**config.mk**
```make
export PLATFORM = sky130hd
export DESIGN_NAME = rv32_mem_unit_flat
export DESIGN_NICKNAME = d
export VERILOG_FILES = /design/src/rtl/rv32_mem_unit_if.sv /design/src/rtl/rv32_mem_unit.sv /design/src/flat_wrapper.sv
export SDC_FILE = /design/constraint.sdc
export NUM_CORES = 1
export LEC_CHECK = 0
export ABC_AREA = 1
export CORE_MARGIN = 5
export CORE_UTILIZATION = 43
export DETAILED_ROUTE_END_ITERATION = 10
export GPL_TIMING_DRIVEN = 0
export PLACE_DENSITY = 0.8
export SKIP_CTS_REPAIR_TIMING = 1
export SLEW_MARGIN = 20
export SYNTH_ARGS = -nofsm -noshare
export SYNTH_HDL_FRONTEND = slang
export SYNTH_SLANG_ARGS = --single-unit
```
**constraint.sdc**
```tcl
create_clock -name clk -period 2 [get_ports clk]
set_input_delay 0.4 -clock clk [delete_from_list [all_inputs] [get_ports clk]]
set_output_delay 0.4 -clock clk [all_outputs]
set_load 0.05 [all_outputs]
```
**src/rtl/rv32_mem_unit_if.sv**
```systemverilog
//------------------------------------------------------------------------------
// Module : rv32_mem_unit_if (with package rv32_mem_pkg)
// Brief  : Request types and pipeline/data-bus signal bundle for rv32_mem_unit.
// Rev    : 1.0 - initial release
//------------------------------------------------------------------------------
`default_nettype none

package rv32_mem_pkg;
    typedef logic [31:0] rv32_word;

    typedef enum logic [3:0] {
        MEM_NOP = 4'd0,
        MEM_LB  = 4'd1,
        MEM_LH  = 4'd2,
        MEM_LW  = 4'd3,
        MEM_LBU = 4'd4,
        MEM_LHU = 4'd5,
        MEM_SB  = 4'd6,
        MEM_SH  = 4'd7,
        MEM_SW  = 4'd8
    } mem_op_t;

    typedef struct packed {
        rv32_word addr;
        rv32_word data;
        mem_op_t  op;
    } memory_request_t;
endpackage

interface rv32_mem_unit_if;
    import rv32_mem_pkg::*;

    logic            req_valid;
    memory_request_t req;
    logic            req_ready;
    logic            stall;
    logic            load_valid;
    rv32_word        load_data;
    logic            misaligned;
    logic            bus_req;
    logic            bus_we;
    logic [31:0]     bus_addr;
    logic [3:0]      bus_be;
    logic [31:0]     bus_wdata;
    logic            bus_gnt;
    logic            bus_rvalid;
    logic [31:0]     bus_rdata;

    // slave: the memory unit; master: pipeline stage plus bus fabric
    modport slave (
        input  req_valid, req, bus_gnt, bus_rvalid, bus_rdata,
        output req_ready, stall, load_valid, load_data, misaligned,
               bus_req, bus_we, bus_addr, bus_be, bus_wdata
    );

    modport master (
        output req_valid, req, bus_gnt, bus_rvalid, bus_rdata,
        input  req_ready, stall, load_valid, load_data, misaligned,
               bus_req, bus_we, bus_addr, bus_be, bus_wdata
    );
endinterface

`default_nettype wire

```
**src/rtl/rv32_mem_unit.sv**
```systemverilog
//------------------------------------------------------------------------------
// Module : rv32_mem_unit
// Brief  : Data-memory access unit: aligns, issues req/gnt/rvalid bus cycles, extends loads.
// Rev    : 1.0 - initial release
//------------------------------------------------------------------------------
`default_nettype none

module rv32_mem_unit
    import rv32_mem_pkg::*;
#(
    parameter bit TRAP_MISALIGNED = 1'b1
) (
    input  wire logic  clk,
    input  wire logic  rst,
    rv32_mem_unit_if.slave mem
);

    typedef enum logic [1:0] {
        S_IDLE = 2'd0,
        S_REQ  = 2'd1,
        S_WAIT = 2'd2,
        S_RESP = 2'd3
    } state_t;

    state_t      r_state;
    state_t      w_next_state;
    mem_op_t     r_op;
    logic [1:0]  r_off;
    logic        r_load_valid;
    logic        r_misaligned;
    logic        r_bus_req;
    logic        r_bus_we;
    logic [3:0]  r_bus_be;
    logic [31:0] r_bus_addr;
    logic [31:0] r_bus_wdata;
    rv32_word    r_load_data;

    logic        w_valid_op;
    logic        w_is_load;
    logic        w_aligned;
    logic [3:0]  w_be;
    logic [31:0] w_wdata;
    logic        w_accept;
    logic        w_reject;
    logic        w_op_is_load;
    logic [31:0] w_shifted;
    rv32_word    w_load_ext;

    // Decode of the incoming request
    always_comb begin
        w_valid_op = 1'b0;
        w_is_load  = 1'b0;
        w_aligned  = 1'b1;
        w_be       = 4'b0000;
        w_wdata    = 32'd0;
        case (mem.req.op)
            MEM_LB, MEM_LBU: begin
                w_valid_op = 1'b1;
                w_is_load  = 1'b1;
                w_be       = 4'b0001 << mem.req.addr[1:0];
            end
            MEM_LH, MEM_LHU: begin
                w_valid_op = 1'b1;
                w_is_load  = 1'b1;
                w_aligned  = ~mem.req.addr[0];
                w_be       = 4'b0011 << mem.req.addr[1:0];
            end
            MEM_LW: begin
                w_valid_op = 1'b1;
                w_is_load  = 1'b1;
                w_aligned  = (mem.req.addr[1:0] == 2'b00);
                w_be       = 4'b1111;
            end
            MEM_SB: begin
                w_valid_op = 1'b1;
                w_be       = 4'b0001 << mem.req.addr[1:0];
                w_wdata    = {4{mem.req.data[7:0]}};
            end
            MEM_SH: begin
                w_valid_op = 1'b1;
                w_aligned  = ~mem.req.addr[0];
                w_be       = 4'b0011 << mem.req.addr[1:0];
                w_wdata    = {2{mem.req.data[15:0]}};
            end
            MEM_SW: begin
                w_valid_op = 1'b1;
                w_aligned  = (mem.req.addr[1:0] == 2'b00);
                w_be       = 4'b1111;
                w_wdata    = mem.req.data;
            end
            default: ;
        endcase
    end

    // Next state and combinational pipeline handshake
    always_comb begin
        w_accept     = (r_state == S_IDLE) && mem.req_valid && w_valid_op && w_aligned;
        w_reject     = (r_state == S_IDLE) && mem.req_valid && w_valid_op && !w_aligned;
        w_next_state = r_state;
        case (r_state)
            S_IDLE: if (w_accept)       w_next_state = S_REQ;
            S_REQ:  if (mem.bus_gnt)    w_next_state = S_WAIT;
            S_WAIT: if (mem.bus_rvalid) w_next_state = S_RESP;
            S_RESP: w_next_state = S_IDLE;
            default: w_next_state = S_IDLE;
        endcase
        mem.req_ready = (r_state == S_IDLE);
        mem.stall     = (r_state == S_REQ) || (r_state == S_WAIT) || w_accept;
    end

    // Load alignment and extension from the latched op/offset
    always_comb begin
        w_op_is_load = (r_op == MEM_LB) || (r_op == MEM_LBU) || (r_op == MEM_LH) ||
                       (r_op == MEM_LHU) || (r_op == MEM_LW);
        w_shifted    = mem.bus_rdata >> {r_off, 3'b000};
        case (r_op)
            MEM_LB:  w_load_ext = {{24{w_shifted[7]}}, w_shifted[7:0]};
            MEM_LBU: w_load_ext = {24'd0, w_shifted[7:0]};
            MEM_LH:  w_load_ext = {{16{w_shifted[15]}}, w_shifted[15:0]};
            MEM_LHU: w_load_ext = {16'd0, w_shifted[15:0]};
            default: w_load_ext = w_shifted;
        endcase
    end

    always_ff @(posedge clk) begin
        if (rst) r_state <= S_IDLE;
        else     r_state <= w_next_state;
    end

    always_ff @(posedge clk) begin
        if (rst) begin
            r_op         <= MEM_NOP;
            r_off        <= 2'b00;
            r_load_valid <= 1'b0;
            r_misaligned <= 1'b0;
            r_bus_req    <= 1'b0;
            r_bus_we     <= 1'b0;
            r_bus_be     <= 4'b0000;
            r_bus_addr   <= 32'd0;
            r_bus_wdata  <= 32'd0;
            r_load_data  <= 32'd0;
        end else begin
            r_misaligned <= w_reject && TRAP_MISALIGNED;
            r_load_valid <= (r_state == S_WAIT) && mem.bus_rvalid && w_op_is_load;
            if (w_accept) begin
                r_op        <= mem.req.op;
                r_off       <= mem.req.addr[1:0];
                r_bus_req   <= 1'b1;
                r_bus_we    <= ~w_is_load;
                r_bus_be    <= w_be;
                r_bus_addr  <= {mem.req.addr[31:2], 2'b00};
                r_bus_wdata <= w_wdata;
            end else if ((r_state == S_REQ) && mem.bus_gnt) begin
                r_bus_req   <= 1'b0;
            end
            if ((r_state == S_WAIT) && mem.bus_rvalid && w_op_is_load)
                r_load_data <= w_load_ext;
        end
    end

    assign mem.load_valid = r_load_valid;
    assign mem.load_data  = r_load_data;
    assign mem.misaligned = r_misaligned;
    assign mem.bus_req    = r_bus_req;
    assign mem.bus_we     = r_bus_we;
    assign mem.bus_be     = r_bus_be;
    assign mem.bus_addr   = r_bus_addr;
    assign mem.bus_wdata  = r_bus_wdata;

endmodule

`default_nettype wire

```
**src/flat_wrapper.sv**
```systemverilog
// flat-port wrapper written by rule: the top's interface ports become plain ports
module rv32_mem_unit_flat import rv32_mem_pkg::*;
#(
    parameter bit TRAP_MISALIGNED = 1'b1
)
  (clk, rst, mem_req_valid, mem_req, mem_bus_gnt, mem_bus_rvalid, mem_bus_rdata, mem_req_ready, mem_stall, mem_load_valid, mem_load_data, mem_misaligned, mem_bus_req, mem_bus_we, mem_bus_addr, mem_bus_be, mem_bus_wdata);
  rv32_mem_unit_if mem_i ();
  input  wire logic clk;
  input  wire logic rst;
  input wire logic [$bits(mem_i.req_valid)-1:0] mem_req_valid;
  input wire logic [$bits(mem_i.req)-1:0] mem_req;
  input wire logic [$bits(mem_i.bus_gnt)-1:0] mem_bus_gnt;
  input wire logic [$bits(mem_i.bus_rvalid)-1:0] mem_bus_rvalid;
  input wire logic [$bits(mem_i.bus_rdata)-1:0] mem_bus_rdata;
  output wire logic [$bits(mem_i.req_ready)-1:0] mem_req_ready;
  output wire logic [$bits(mem_i.stall)-1:0] mem_stall;
  output wire logic [$bits(mem_i.load_valid)-1:0] mem_load_valid;
  output wire logic [$bits(mem_i.load_data)-1:0] mem_load_data;
  output wire logic [$bits(mem_i.misaligned)-1:0] mem_misaligned;
  output wire logic [$bits(mem_i.bus_req)-1:0] mem_bus_req;
  output wire logic [$bits(mem_i.bus_we)-1:0] mem_bus_we;
  output wire logic [$bits(mem_i.bus_addr)-1:0] mem_bus_addr;
  output wire logic [$bits(mem_i.bus_be)-1:0] mem_bus_be;
  output wire logic [$bits(mem_i.bus_wdata)-1:0] mem_bus_wdata;
  assign mem_i.req_valid = mem_req_valid;
  assign mem_i.req = mem_req;
  assign mem_i.bus_gnt = mem_bus_gnt;
  assign mem_i.bus_rvalid = mem_bus_rvalid;
  assign mem_i.bus_rdata = mem_bus_rdata;
  assign mem_req_ready = mem_i.req_ready;
  assign mem_stall = mem_i.stall;
  assign mem_load_valid = mem_i.load_valid;
  assign mem_load_data = mem_i.load_data;
  assign mem_misaligned = mem_i.misaligned;
  assign mem_bus_req = mem_i.bus_req;
  assign mem_bus_we = mem_i.bus_we;
  assign mem_bus_addr = mem_i.bus_addr;
  assign mem_bus_be = mem_i.bus_be;
  assign mem_bus_wdata = mem_i.bus_wdata;
  rv32_mem_unit #(.TRAP_MISALIGNED(TRAP_MISALIGNED)) u_core (.clk(clk), .rst(rst), .mem(mem_i));
endmodule
```
; ---- Word level (Yosys, flattened, before mapping)
; Index checks and enable logic that the tools add are counted.
[totals]
reg_bits = 110
input_bits = 105
output_inout_bits = 106
elab_cells = 70
[classes]
n_eq_ne = 19
n_shift = 3
n_mux = 12
bitwise = 2
reduce_logical = 23
[op_table]
columns = op, count
row1 = $pmux 32 s4, 1
row2 = $pmux 32 s3, 1
row3 = $shr 32x5->32, 1
row4 = $eq 4x3->1 const B, 6
row5 = $eq 4x2->1 const B, 4
row6 = $pmux 4 s3, 1
row7 = $eq 4x1->1 const B, 2
row8 = $pmux 2 s4, 1
row9 = $reduce_or 8->1, 1
row10 = $logic_and 1x1->1, 7
row11 = $logic_or 1x1->1, 6
row12 = $mux 2, 3
row13 = $reduce_or 3->1, 2
row14 = $reduce_or 5->1, 1
row15 = $eq 2x2->1 const B, 2
row16 = $eq 4x4->1 const B, 1
row17 = $logic_not 2->1, 2
row18 = $mux 1, 4
row19 = $ne 2x2->1 const B, 2
row20 = $shl 1x2->4 const A, 1
row21 = $shl 2x2->4 const A, 1
row22 = $reduce_and 3->1, 1
row23 = $eq 2x1->1 const B, 1
row24 = $ne 2x1->1 const B, 1
row25 = other kinds (5), 6

; ---- Longest topological paths before layout
[logic_depth]
word_depth = 7
depth_mapped = 14
ltp_nobuf = 12

; ---- Worst setup path before layout
; OpenSTA, ideal clock, no wires.
[synth_timing]
path_type = flip-flop to output port
startpoint = register u_core.r_state[0]
endpoint = output mem_stall
arrival_time_ns = 1.824
required_ns = 1.600
setup_slack_ns = -0.224
path_stages_with_launch = 8
n_path_buf = 1
path_cell_list = dfxtp_1 > inv_1 > ha_1 > nand2_1 > nor2_4 > nand2_4 > buf_2 > nand2_1
[synth_via]
elab_chain_cells = 5
[synth_lines]
columns = item, line
row1 = start: declaration, rv32_mem_unit.sv:25  ; state_t r_state;
row2 = start signal: assignment, rv32_mem_unit.sv:127  ; else r_state <= w_next_state;
row3 = $logic_not 2->1, -
row4 = named net mem_req_ready, flat_wrapper.sv:15  ; output wire logic [$bits(mem_i.req_ready)-1:0] mem_req_ready;
row5 = $logic_and 1x1->1 (3 in series), rv32_mem_unit.sv:97  ; w_accept = (r_state == S_IDLE) && mem.req_valid && w_valid_op && w_aligned;
row6 = $logic_or 1x1->1, rv32_mem_unit.sv:108  ; mem.stall = (r_state == S_REQ) || (r_state == S_WAIT) || w_accept;
row7 = end: declaration, flat_wrapper.sv:16  ; output wire logic [$bits(mem_i.stall)-1:0] mem_stall;
; The timed path passes the listed nets, and every way through them passes these cells.

; ---- Final worst setup path
[layout_timing]
startpoint = input mem_req[36]
endpoint = output mem_stall
[layout_via]
elab_chain_cells = 4
[layout_lines]
columns = item, line
row1 = start: declaration, flat_wrapper.sv:11  ; input wire logic [$bits(mem_i.req)-1:0] mem_req;
row2 = $logic_not 2->1 or $not 1->1 (tied branches), -
row3 = $pmux 1 s2 (*), rv32_mem_unit.sv:56  ; case (mem.req.op)
row4 = $logic_and 1x1->1 (*), rv32_mem_unit.sv:97
row5 = $logic_or 1x1->1 (*), rv32_mem_unit.sv:108
; Every way passes the cells marked *; elsewhere a longest branch is shown, timed or not.

==> results.md <==
- Sequential-to-total area share from yosys stat: between 40% and 50%
- RSZ-0062 raised after global routing: true
- Leading area contributor after synthesis: dfxtp_1
- Total CTS buffers: 9
- Initial Util: 44.1%
- Failing checks: negative setup slack
- Clk_lat worst skew: about 350 ps
- Pre-CTS setup slack: -1110 ps
- Status: complete, but fails checks
- CTS H-tree depth: 3
- Slew Limit Fails: 0
- Clk_skew: just over 8 ps
- IO Pins: ~210
- Startpoint Class: input port
- Top cell type's share of synthesized area: between 40 and 50%
- Vias: about 5700
- Average size of a mapped cell: ~6.8 um2
- Max Fclk: 473 MHz
- Die Area: about 14000 um2
- WL final: between 15000 and 20000 um
- Total power: between 7000 and 8000 uW
- Final net count: 1079
- Worst slew pin tran: approximately 600 ps
- First-pass GRT wire length: between 20000 and 30000 um
- Final Hold Viols: 0
- Hold_ws: 393 ps
- # setup viols final: 1
- Chip width: around 120 um
- Drt wl/cell: 15.7 um
- Worst hold path type: in2reg
- Final setup margin: -114 ps
- Top cells by area, synth: dfxtp_1 43%, o21ai_0 13%, nor2_1 12%
- Port bufs: ~210
- Vias per cell: 5.10
- Warnings from Yosys: 0
- Mapped Cells: roughly 750
- Clk slew on worst S/H paths: 80 ps
- Drt drc: 0
- Layout Utilization: approximately two thirds
- Diode count: 0
- CP endpoint kind: output pin
- Cell area after synthesis: a little over 5000 um2
- Clk sink count: 110
- Initial antenna violation count: 0
- Clk buf depth: 2
- Fill cells: between 1000 and 1500
- GP Congestion: slightly above 0.9
- Core area: around 12000 um2
- Crit path max fanout: 10
- Drt pass-1 iters: 5
- Commonest cells after routing, fill and taps aside: 200 x clkdlybuf4s50_1, 165 x nor2_1, 142 x nand2_1
- Leakage: around 0.0032 uW
- Vias in the first global route: approximately 5300
- Final period util: 106%
- Row Count: 39
- Largest net degree at the start of global routing: 21
- Worst rel slew slack: between 50% and 60%
- Die height: about 120 um
- All-Layer GR Usage: 23.8%
- Routed Antenna Nets: 0
- Gr ovfl total: 0
- Synth Register Bits: 110
- Netlist cell types: 32
- Ratio of cells with drive above 1 in the final layout: under 10%
- CTS tree: done
- Power per cell area: a little over 1000 nW/um2
- Most common cell after layout, fill and taps aside: clkdlybuf4s50_1
- Max-Cap Viols: 0
- CP arrival: approximately 1700 ps
- Root buffer cell: clkbuf_16
- Max VDD drop: ~0.46 mV
- P&R area growth vs syn: 51.5%
- First DRT Iteration DRCs: ~410
- Worst Setup Path Type: in2out
- Worst EP required: roughly 1600 ps
- Final Critical Period: approximately 2100 ps
- DP HPWL: between 10000 and 15000 um
-- logic make-up after synthesis --
logic type | synth area share [%]
AOI/OAI and AO/OA | 18.5
adders and majority gates | 0.985
buffers and inverters | 8.50
DFF | 43.3
other | 0.0738
and+or+nand+nor | 28.6
-- layer usage --
metal	up-vias	GRT usage, %	share of wire (%)
li1	2845	-	-
met1	2557	29.1	43
met2	275	40.6	47
met3	30	5.64	8.4
met4	0	8.98	2.2
met5	-	0	0
-- through the flow --
stage	setup TNS, ps	cells	area (um2)
finish	-114	1118	7700
detailed placement	-25380	1103	7340
CTS	-1620	1119	7680
global placement	-24320	1103	7340
floorplan	0	753	5090
global route	-203	1118	7700
-- synthesized netlist by cell type (all sizes together) --
| master | n |
|---|---|
| a211oi | 3 |
| a21oi | 47 |
| buf | 24 |
| clkbuf | 21 |
| clkinv | 1 |
| conb | 1 |
| dfxtp | 110 |
| ha | 4 |
| inv | 52 |
| nand2 | 152 |
| nand3 | 26 |
| nand3b | 1 |
| nor2 | 170 |
| nor3 | 4 |
| nor4 | 1 |
| o211ai | 4 |
| o21ai | 129 |
| o22ai | 1 |
| or2 | 1 |
-- sequential cells by signal (all words and copies together), names as in the netlist --
name                   flops
u_core.mem.load_data      32
u_core.mem.bus_addr       30
u_core.r_off               2
u_core.mem.bus_req         1
u_core.mem.misaligned      1
u_core.mem.bus_be          4
u_core.r_op                4
u_core.mem.load_valid      1
u_core.mem.bus_we          1
u_core.mem.bus_wdata      32
u_core.r_state             2
-- path summary, 6_finish.rpt --
check	start	endpoint	slack, ps	cells after the start
worst min register to register	u_core.r_op[2]$_SDFFE_PP0P_	u_core.r_op[2]$_SDFFE_PP0P_	470	2
worst max-delay path	mem_req[36]	mem_stall	-110	8
worst max register to register	u_core.r_off[1]$_SDFFE_PP0P_	u_core.mem.load_data[30]$_SDFFE_PP0P_	150	10
worst min-delay path	mem_req[0]	u_core.r_op[0]$_SDFFE_PP0P_	390	3
-- critical path, cell delays in order --
cell             delay (ps)
clkdlybuf4s50_1         510
inv_1                    90
nand2_1                 120
nand2_2                  90
nand2_4                 140
buf_6                   160
nand2_2                  60
buf_6                   150
-- power by group --
part,internal [uW],switching [uW]
sequential,2470,138
combinational,1090,2070
clock,1130,907
total,4700,3120
-- layout make-up --
cell class	instances	area [um2]	area share (%)
Clock inverter	7	114	1.48
Inverter	53	203	2.63
Buffer	44	235	3.06
Multi-Input combinational cell	545	2460	31.9
Sequential cell	110	2200	28.6
Clock buffer	9	225	2.93
Tap cell	143	179	2.32
Timing Repair Buffer	207	2080	27.0
No activity file was read; power rests on OpenSTA's default activity.
